[config.mk]
export PLATFORM = sky130hd
export DESIGN_NAME = hs_frame_sequencer
export DESIGN_NICKNAME = d
export VERILOG_FILES = /design/src/rtl/hs_frame_sequencer.sv
export SDC_FILE = /design/constraint.sdc
export NUM_CORES = 1
export LEC_CHECK = 0
export BUFFER_PORTS_ARGS = -buffer_cell sky130_fd_sc_hd__buf_2
export CORE_MARGIN = 2
export CORE_UTILIZATION = 63
export DETAILED_ROUTE_END_ITERATION = 12
export GPL_TIMING_DRIVEN = 1
export PLACE_DENSITY = 0.91
export SETUP_SLACK_MARGIN = 0.02
export SYNTH_ARGS = -nofsm -noshare
export SYNTH_HDL_FRONTEND = slang
export SYNTH_SLANG_ARGS = --single-unit
[constraint.sdc]
create_clock -name clk -period 6 [get_ports clk]
set_clock_uncertainty 0.15 [all_clocks]
set_input_delay 0 -clock clk [delete_from_list [all_inputs] [get_ports clk]]
set_output_delay 0 -clock clk [all_outputs]
set_load 0.02 [all_outputs]
[src/rtl/hs_frame_sequencer.sv]
// Raster sequencer for the Horn-Schunck optical-flow datapath: input/centre counters and output sync.
// Optional frame counter output enabled by defining HS_SEQ_FRAME_CNT_EN.
module hs_frame_sequencer #(
    parameter int unsigned IMAGE_WIDTH  = 584,
    parameter int unsigned IMAGE_HEIGHT = 388,
    parameter int unsigned PIPE_LATENCY = 8,
    parameter int unsigned CNT_W        = 10
) (
    input  logic             clk,
    input  logic             reset,
`ifdef HS_SEQ_FRAME_CNT_EN
    output logic [15:0]      io_frame_count,
`endif
    input  logic             io_frame_sync_in,
    output logic             io_in_valid,
    output logic [CNT_W-1:0] io_in_col,
    output logic [CNT_W-1:0] io_in_row,
    output logic             io_lb_wr_en,
    output logic             io_ctr_valid,
    output logic [CNT_W-1:0] io_ctr_col,
    output logic [CNT_W-1:0] io_ctr_row,
    output logic             io_ctr_border,
    output logic             io_frame_sync_out,
    output logic             io_busy,
    output logic             io_frame_err
);

    localparam int unsigned      LEAD_W    = $clog2(IMAGE_WIDTH + 2);
    localparam logic [CNT_W-1:0] COL_LAST  = CNT_W'(IMAGE_WIDTH - 1);
    localparam logic [CNT_W-1:0] ROW_LAST  = CNT_W'(IMAGE_HEIGHT - 1);
    localparam logic [CNT_W-1:0] CNT_ONE   = CNT_W'(1);
    localparam logic [LEAD_W-1:0] LEAD_END = LEAD_W'(IMAGE_WIDTH + 1);
    localparam logic [LEAD_W-1:0] LEAD_ONE = LEAD_W'(1);

    typedef enum logic [1:0] {StIdle, StLead, StRun, StTail} state_e;

    state_e                  r_state, w_state_d;
    logic                    r_in_active;
    logic [CNT_W-1:0]        r_in_col, r_in_row;
    logic                    r_lead_active;
    logic [LEAD_W-1:0]       r_lead_cnt;
    logic                    r_cc_active;
    logic [CNT_W-1:0]        r_cc_col, r_cc_row;
    logic                    r_ctr_valid, r_ctr_border;
    logic [CNT_W-1:0]        r_ctr_col, r_ctr_row;
    logic [PIPE_LATENCY-1:0] r_pipe_sync, r_pipe_vld, w_pipe_sync_d, w_pipe_vld_d;

    logic             w_sync, w_err, w_in_valid, w_in_last, w_lead_done;
    logic             w_c_start, w_c_valid, w_c_last, w_c_border, w_tap, w_ctr_last_q;
    logic [CNT_W-1:0] w_in_col, w_in_row, w_c_col, w_c_row;

    assign w_sync      = io_frame_sync_in;
    assign w_err       = w_sync & r_in_active;
    assign w_in_valid  = w_sync | r_in_active;
    assign w_in_col    = w_sync ? '0 : r_in_col;
    assign w_in_row    = w_sync ? '0 : r_in_row;
    assign w_in_last   = w_in_valid && (w_in_col == COL_LAST) && (w_in_row == ROW_LAST);
    assign w_lead_done = r_lead_active && (r_lead_cnt == LEAD_END);

    // An error sync kills whatever centre is running, including one starting this cycle.
    assign w_c_start  = w_lead_done & ~w_err;
    assign w_c_valid  = w_c_start | (r_cc_active & ~w_err);
    assign w_c_col    = (w_c_start || !w_c_valid) ? '0 : r_cc_col;
    assign w_c_row    = (w_c_start || !w_c_valid) ? '0 : r_cc_row;
    assign w_c_last   = w_c_valid && (w_c_col == COL_LAST) && (w_c_row == ROW_LAST);
    assign w_c_border = w_c_valid && ((w_c_col == '0) || (w_c_col == COL_LAST) ||
                                      (w_c_row == '0) || (w_c_row == ROW_LAST));

    assign w_tap        = r_ctr_valid && (r_ctr_col == '0) && (r_ctr_row == '0);
    assign w_ctr_last_q = r_ctr_valid && (r_ctr_col == COL_LAST) && (r_ctr_row == ROW_LAST);

    always_ff @(posedge clk or negedge reset) begin
        if (!reset) begin
            r_in_active <= 1'b0;
            r_in_col    <= '0;
            r_in_row    <= '0;
        end else if (w_in_valid) begin
            r_in_active <= ~w_in_last;
            r_in_col    <= (w_in_last || w_in_col == COL_LAST) ? '0 : w_in_col + CNT_ONE;
            if (w_in_last)                r_in_row <= '0;
            else if (w_in_col == COL_LAST) r_in_row <= w_in_row + CNT_ONE;
            else                           r_in_row <= w_in_row;
        end
    end

    // Every sync, legal or not, (re)arms the lead that delays the centre by one row plus one.
    always_ff @(posedge clk or negedge reset) begin
        if (!reset) begin
            r_lead_active <= 1'b0;
            r_lead_cnt    <= '0;
        end else if (w_sync) begin
            r_lead_active <= 1'b1;
            r_lead_cnt    <= LEAD_ONE;
        end else if (w_lead_done) begin
            r_lead_active <= 1'b0;
            r_lead_cnt    <= '0;
        end else if (r_lead_active) begin
            r_lead_cnt    <= r_lead_cnt + LEAD_ONE;
        end
    end

    always_ff @(posedge clk or negedge reset) begin
        if (!reset) begin
            r_cc_active <= 1'b0;
            r_cc_col    <= '0;
            r_cc_row    <= '0;
        end else if (w_err) begin
            r_cc_active <= 1'b0;
            r_cc_col    <= '0;
            r_cc_row    <= '0;
        end else if (w_c_valid) begin
            r_cc_active <= ~w_c_last;
            r_cc_col    <= (w_c_last || w_c_col == COL_LAST) ? '0 : w_c_col + CNT_ONE;
            if (w_c_last)                 r_cc_row <= '0;
            else if (w_c_col == COL_LAST) r_cc_row <= w_c_row + CNT_ONE;
            else                          r_cc_row <= w_c_row;
        end
    end

    always_ff @(posedge clk or negedge reset) begin
        if (!reset) begin
            r_ctr_valid  <= 1'b0;
            r_ctr_col    <= '0;
            r_ctr_row    <= '0;
            r_ctr_border <= 1'b0;
            r_pipe_sync  <= '0;
            r_pipe_vld   <= '0;
        end else begin
            r_ctr_valid  <= w_c_valid;
            r_ctr_col    <= w_c_col;
            r_ctr_row    <= w_c_row;
            r_ctr_border <= w_c_border;
            r_pipe_sync  <= w_pipe_sync_d;
            r_pipe_vld   <= w_pipe_vld_d;
        end
    end

    // Parallel valid shift keeps busy asserted until the last u/v pixel leaves the datapath.
    always_comb begin
        w_pipe_sync_d = '0;
        w_pipe_vld_d  = '0;
        if (!w_err) begin
            w_pipe_sync_d[0] = w_tap;
            w_pipe_vld_d[0]  = r_ctr_valid;
            for (int i = 1; i < int'(PIPE_LATENCY); i++) begin
                w_pipe_sync_d[i] = r_pipe_sync[i-1];
                w_pipe_vld_d[i]  = r_pipe_vld[i-1];
            end
        end
    end

    always_ff @(posedge clk or negedge reset) begin
        if (!reset) r_state <= StIdle;
        else        r_state <= w_state_d;
    end

    always_comb begin
        w_state_d = r_state;
        case (r_state)
            StIdle: if (w_sync) w_state_d = StLead;
            StLead: if (!w_err && w_lead_done) w_state_d = StRun;
            StRun: begin
                if (w_err)            w_state_d = StLead;
                else if (!w_in_valid) w_state_d = StTail;
            end
            StTail: begin
                if (w_sync)            w_state_d = StLead;
                else if (w_ctr_last_q) w_state_d = StIdle;
            end
            default: w_state_d = StIdle;
        endcase
    end

`ifdef HS_SEQ_FRAME_CNT_EN
    logic [15:0] r_frame_cnt;
    always_ff @(posedge clk or negedge reset) begin
        if (!reset)                          r_frame_cnt <= '0;
        else if (r_pipe_sync[PIPE_LATENCY-1]) r_frame_cnt <= r_frame_cnt + 16'd1;
    end
    assign io_frame_count = r_frame_cnt;
`endif

    assign io_in_valid       = w_in_valid;
    assign io_in_col         = w_in_col;
    assign io_in_row         = w_in_row;
    assign io_lb_wr_en       = w_in_valid;
    assign io_ctr_valid      = r_ctr_valid;
    assign io_ctr_col        = r_ctr_col;
    assign io_ctr_row        = r_ctr_row;
    assign io_ctr_border     = r_ctr_border;
    assign io_frame_sync_out = r_pipe_sync[PIPE_LATENCY-1];
    assign io_busy           = (r_state != StIdle) || (|r_pipe_vld) || (|r_pipe_sync);
    assign io_frame_err      = w_err;

endmodule
==> run_results.csv, run 1 <==
group,metric,value,unit
outcome,status,"finished, final reports clean",
logic_synthesis,yosys.area_share.simple,29.00,%
min_path,hp-class,"input port to flop",
detailed_routing,vias,4031,
clock_network,clkSinkCount,93,
sta,tns,0,ns
logic_synthesis,syn-num-nets,497,
detailed_routing,drt-pass1-iter-count,6,
grt,grt.overflow.total,0,
grt,grt_use_met1,37.75,%
critical_path,crit_fanout,23,
sta,fin_crit,3.425,ns
logic_synthesis,synth_enable_flop_cells,0,
logic_synthesis,synth_seq_cells,93,
grt,antenna_found_initial,0,
placed_design,routabilityCongestion,0.9165,
critical_path,startpoint_type,"flop",
sta,setup_viol,0,
logic_synthesis,synth_area_per_cell,9.476,µm²
layout,finalNetCount,540,
clock_network,root_buffer,"clkbuf_8",
sta,tightestPinTransition,1.089,ns
sta,relSlewSlack,26.74,%
floorplan,core_area,7176,µm²
layout,drive_gt1_share,13.51,%
layout,antenna_cells,0,
critical_path,required,6.09,ns
detailed_routing,drt_iter0_markers,359,
clock_network,clkTransAtPathRegs,0.09,ns
placed_design,dp_hpwl,7078,µm
logic_synthesis,yosysSeqAreaShare,50.64,%
logic_synthesis,synth_compound_area_share,11.65,%
power_and_ir_drop,p_leak,2.479,nW
logic_synthesis,synth-main-ff-cell,"dfrtp_1",
clock_network,post_cts_buffers,0,
logic_synthesis,yosys.cell_types.count,52,
grt,use_met3,5.633,%
sta,maxSlewViolCount,0,
grt,top_usage_layer,"met2",
clock_network,cts_resized,0,
power_and_ir_drop,ir_drop,0.1077,mV
detailed_routing,finalWirelength,10820,µm
grt,grt_max_degree,72,
detailed_routing,wire_per_inst,17.12,µm
logic_synthesis,synthMuxAreaShare,0.4356,%
clock_network,clockBufferDepth,2,
sta,hold_slack,0.1004,ns
floorplan,row_count,31,
sta,period_share,57.08,%
logic_synthesis,yosys.area_share.xor_xnor,2.287,%
floorplan,die_h,89.41,µm
logic_synthesis,synthCells,485,
critical_path,cp_data_arrival_time,3.52,ns
clock_network,tritoncts,"yes",
grt,grt_pass1_wl,17170,µm
sta,rsz0062_at_grt,"no",
detailed_routing,route.antenna.remaining_nets,0,
placed_design,io_buffers,49,
logic_synthesis,yosysWarningCount,0,
grt,grt_util_all_layers,27.72,%
floorplan,start_util,64.05,%
logic_synthesis,netlist_area,4596,µm²
grt,grt_use_met2,44.58,%
clock_network,clk-insertion-delay-late,0.37,ns
logic_synthesis,synth_async_sr_flop_share,100.0,%
layout,area_growth,11.27,%
sta,hold_viol_final,0,
logic_synthesis,synth_fa_ha_area_share,2.450,%
grt,grt_pass1_vias,3602,
clock_network,cts_hold_buf,2,
detailed_routing,avgViaCountPerCell,6.378,
critical_path,criticalPathCategory,"flop to flop",
floorplan,ios,50,
clock_network,htree_levels,3,
power_and_ir_drop,power.density,219.7,nW/µm²
clock_network,cts_buffers,9,
sta,fmax,0.2920,GHz
detailed_routing,drc,0,
logic_synthesis,synth_top_family_by_area,"simple AND/OR/NAND/NOR gates",
floorplan,die_area,7994,µm²
run,drv_cap,0,
floorplan,die_w,89.41,µm
critical_path,endpoint_kind,"flop",
-- cell usage in the layout, fill, tap and decap left out, types with 11 or more instances in the layout --
cell	n
a21oi_1	20
buf_2	48
nand4_1	11
nor4_1	13
and3_1	22
dfrtp_1	93
inv_1	18
o21ai_0	28
nor2_1	41
nor3_1	17
nor2b_1	29
nand3_1	29
nand2_1	45
-- Yosys cell counts, drive strengths merged, types with 5 or more instances --
library cell	count	area [µm²]
o31ai	7	52.55
nand3	29	145.1
xnor2	8	70.07
nand2	45	168.9
o21ai	28	140.1
nor3	17	85.08
nor2	41	153.9
a31oi	8	50.05
nand4b	5	43.79
nor2b	29	181.4
dfrtp	93	2327
a21oi	20	100.1
nand4	11	68.82
nor4	14	102.6
and3	23	145.1
inv	18	67.56
or4	9	75.07
buf	5	31.28
ha	9	112.6
clkbuf	16	60.06
-- critical path, cell delays in order (launching register included) --
cell and delay [ns]:
dfrtp_1 0.39, ha_1 0.48, inv_1 0.20, o31a_1 0.61, nand3_1 0.21, inv_1 0.15, ha_1 0.29, and3_1 0.21
nand4_1 0.22, a21o_1 0.22, nand3_1 0.08, o41ai_1 0.09
-- power breakdown --
part / internal [mW] / total (mW) / switching [mW]
combinational: 0.0116 / 0.0475 / 0.0358
clock: 0.200 / 0.439 / 0.239
sequential: 0.631 / 0.637 / 0.00596
total: 0.843 / 1.12 / 0.280
-- final timing paths --
kind	start	endpoint	slack [ns]	depth (start not counted)
min in group asynchronous	reset	io_ctr_col[5]$_DFF_PN0_	0.24	3
min	io_frame_sync_in	r_lead_active$_DFFE_PN0P_	0.10	2
max	r_in_active$_DFFE_PN0N_	r_cc_row[8]$_DFFE_PN0P_	2.58	11
min reg2reg	r_pipe_sync[2]$_DFF_PN0_	r_pipe_sync[3]$_DFF_PN0_	0.36	1
max in group asynchronous	reset	r_state[1]$_DFFE_PN0P_	4.42	3
max reg2reg	r_in_active$_DFFE_PN0N_	r_cc_row[8]$_DFFE_PN0P_	2.58	11
-- state kept, by name (all words and copies together) (netlist names), 10 cells and up --
signal,count
r_in_row,10
r_cc_col,10
io_ctr_row,10
r_lead_cnt,10
r_cc_row,10
io_ctr_col,10
r_in_col,10
-- final cells by class --
cell class | count | area, µm²
clock buffer | 10 | 127.6
clock inverter | 6 | 75.07
fill | 493 | 2062
inverter | 19 | 71.32
multi-input combinational | 352 | 2106
sequential | 93 | 2327
tap | 99 | 123.9
timing repair buffer | 53 | 282.8
-- metal layers --
| metal | vias up | part of all wire, % |
|---|---|---|
| met4 | 0 | 1.6 |
| met2 | 199 | 49 |
| met5 | - | 0 |
| met3 | 24 | 6.2 |
| met1 | 1962 | 43 |
| li1 | 1846 | - |
-- per-stage QoR --
stage | power [mW] | std cells | util [%] | instance area [µm²] | setup WS [ns]
floorplan | 0.6733 | 485 | - | 4596 | 2.976
global placement | 0.6934 | 614 | 68.16 | 4891 | 2.574
detailed placement | 0.6952 | 614 | 68.16 | 4891 | 2.438
CTS | 1.128 | 632 | 71.26 | 5114 | 2.626
global route | 1.163 | 632 | 71.26 | 5114 | 2.287
finish | 1.123 | 632 | 71.26 | 5114 | 2.575
-- logic make-up (layout without fill, tap and decap cells) --
kind of cell | Yosys count | in the layout
compound gates | 86 | 86
xor+xnor | 12 | 12
mux | 2 | 2
buf+inv | 40 | 88
simple gates | 243 | 243
fa+ha+maj | 9 | 9
flops | 93 | 93
Note: power is estimated with default switching activity, not from simulation.
==> run 2: changes to the inputs <==
- CORE_UTILIZATION: 63 -> 53
- PLACE_DENSITY: 0.91 -> 0.82
- clock period: 6 -> 3 ns (I/O delays scaled with it)
==> run_results.csv, run 2 (synthesized netlist as in run 1, its figures left out) <==
group,metric,value,unit
placed_design,io_buffers,49,
layout,drive_gt1_share,16.88,%
grt,grt_pass1_wl,17840,µm
clock_network,root_buffer,"clkbuf_8",
sta,rsz0062_at_grt,"no",
min_path,hp-class,"input port to async pin",
power_and_ir_drop,p_leak,2.577,nW
critical_path,crit_chain,"or4b_4 -> o31a_1 -> and3_1 -> ha_4 -> and3_1 -> and4_1 -> nor2_1 -> a21oi_1 -> a311oi_1",
critical_path,crit_fanout,7,
placed_design,routabilityCongestion,0.9045,
critical_path,cp_data_arrival_time,2.99,ns
sta,hold_viol_final,0,
sta,setup_viol,0,
detailed_routing,avgViaCountPerCell,6.053,
placed_design,dp_cells,633,
layout,layout_common_cells,"dfrtp_1, buf_2, nand2_1, nor2_1",
critical_path,critPathMaxStageDelay,0.55,ns
detailed_routing,drt_iter0_markers,268,
sta,relSlewSlack,50.17,%
sta,tightestPinTransition,0.7418,ns
clock_network,cts_buffers,9,
critical_path,slowest_stage,"or4b_4",
clock_network,clk-insertion-delay-late,0.37,ns
clock_network,tritoncts,"yes",
power_and_ir_drop,ir_drop,0.2504,mV
floorplan,ios,50,
floorplan,row_count,33,
layout,stdcell_count,656,
run,drv_cap,0,
grt,antenna_found_initial,0,
layout,finalNetCount,559,
clock_network,clkTransAtPathRegs,0.09,ns
detailed_routing,wire_per_inst,16.33,µm
sta,maxSlewViolCount,0,
outcome,status,"finished, final reports clean",
grt,grt_pass1_vias,3856,
critical_path,endpoint_kind,"flop",
floorplan,die_w,97.12,µm
placed_design,dp_hpwl,7288,µm
detailed_routing,vias,3971,
critical_path,cp_common_cell,"and3_1",
detailed_routing,drt-pass1-iter-count,5,
critical_path,rr_worst_depth,9,
power_and_ir_drop,fin_total_pwr,2.210,mW
critical_path,required,3.12,ns
layout,final_common_cell,"dfrtp_1",
floorplan,core_area,8299,µm²
grt,grt.overflow.total,0,
floorplan,die_h,97.12,µm
floorplan,start_util,55.37,%
sta,fmax,0.3487,GHz
clock_network,htree_levels,3,
critical_path,r2r-end,"r_cc_row[2]$_DFFE_PN0P_",
critical_path,reg2reg_slack,0.13,ns
grt,grt_util_all_layers,23.00,%
detailed_routing,drc,0,
critical_path,criticalPathCategory,"flop to flop",
layout,antenna_cells,0,
detailed_routing,finalWirelength,10710,µm
layout,area_growth,14.97,%
detailed_routing,route.antenna.remaining_nets,0,
critical_path,startpoint_type,"flop",
clock_network,clockBufferDepth,2,
critical_path,r2r-start,"r_lead_cnt[4]$_DFFE_PN0P_",
sta,fin_crit,2.868,ns
floorplan,die_area,9432,µm²
power_and_ir_drop,power.density,418.3,nW/µm²
clock_network,clkSinkCount,93,
sta,period_share,95.60,%
grt,grt_max_degree,36,
==> run 2: final cells by class <==
cell class                      count  area (µm²)
Clock buffer                       10       127.6
Clock inverter                      5       61.31
Fill cell                         670        3015
Inverter                           19       71.32
Multi-Input combinational cell    352        2126
Sequential cell                    93        2328
Tap cell                          105       131.4
Timing Repair Buffer               72       437.9
==> run 2: power breakdown <==
group          total [mW]  internal, mW  switching (mW)
Sequential           1.27          1.26          0.0105
Clock               0.827         0.386           0.442
Combinational       0.111        0.0339          0.0768
Total                2.21          1.68           0.529
==> run 2: worst max path at each step <==
stage | startpoint | end | slack [ns] | depth (start not counted)
after global placement | r_lead_cnt[4]$_DFFE_PN0P_ | r_cc_row[2]$_DFFE_PN0P_ | 0.08 | 9
after floorplan | r_lead_cnt[2]$_DFFE_PN0P_ | r_cc_row[2]$_DFFE_PN0P_ | 0.03 | 11
after detailed placement | r_lead_cnt[4]$_DFFE_PN0P_ | r_cc_row[2]$_DFFE_PN0P_ | -0.04 | 9
after global routing | r_lead_cnt[4]$_DFFE_PN0P_ | r_cc_row[2]$_DFFE_PN0P_ | 0.03 | 9
final | r_lead_cnt[4]$_DFFE_PN0P_ | r_cc_row[2]$_DFFE_PN0P_ | 0.13 | 9
after CTS | r_lead_cnt[4]$_DFFE_PN0P_ | r_cc_row[2]$_DFFE_PN0P_ | 0.02 | 9
==> run 2: metrics by stage <==
step / setup WS [ns] / TNS [ns] / hold slack, ns / cell area (µm²) / utilization, %
2_1_floorplan: 0.02667 / 0 / -0.4456 / 4608 / -
3_3_place_gp: 0.08453 / 0 / -0.1687 / 4999 / 60.23
3_5_place_dp: -0.03831 / -0.03831 / -0.1611 / 4999 / 60.23
4_1_cts: 0.02474 / 0 / 0.02058 / 5228 / 62.99
5_1_grt: 0.02535 / 0 / 0.03988 / 5284 / 63.67
6_report: 0.1319 / 0 / 0.01506 / 5284 / 63.67
==> run 2: repair_timing <==
item,CTS,global route
hold endpoints to repair,96,0
buffers inserted,0,5
resized for setup,0,4
hold buffers,3,0
endpoints found under the setup margin,1,4
pin swaps,2,2
==> run 2: metal layers <==
metal  vias to the layer above  track usage, %  wire [µm]
li1                       1877               -          -
met1                      1963           30.02       4600
met2                       108           38.57       5424
met3                        23           2.950        404
met4                         0           10.18        284
met5                         -               0          0
==> run 2: worst max-delay path, delay by kind of cell, from the launching register on <==
kind            cells  cell delay, ns
simple gates        5            1.32
compound gates      3            0.71
flops               1            0.41
fa+ha+maj           1            0.20
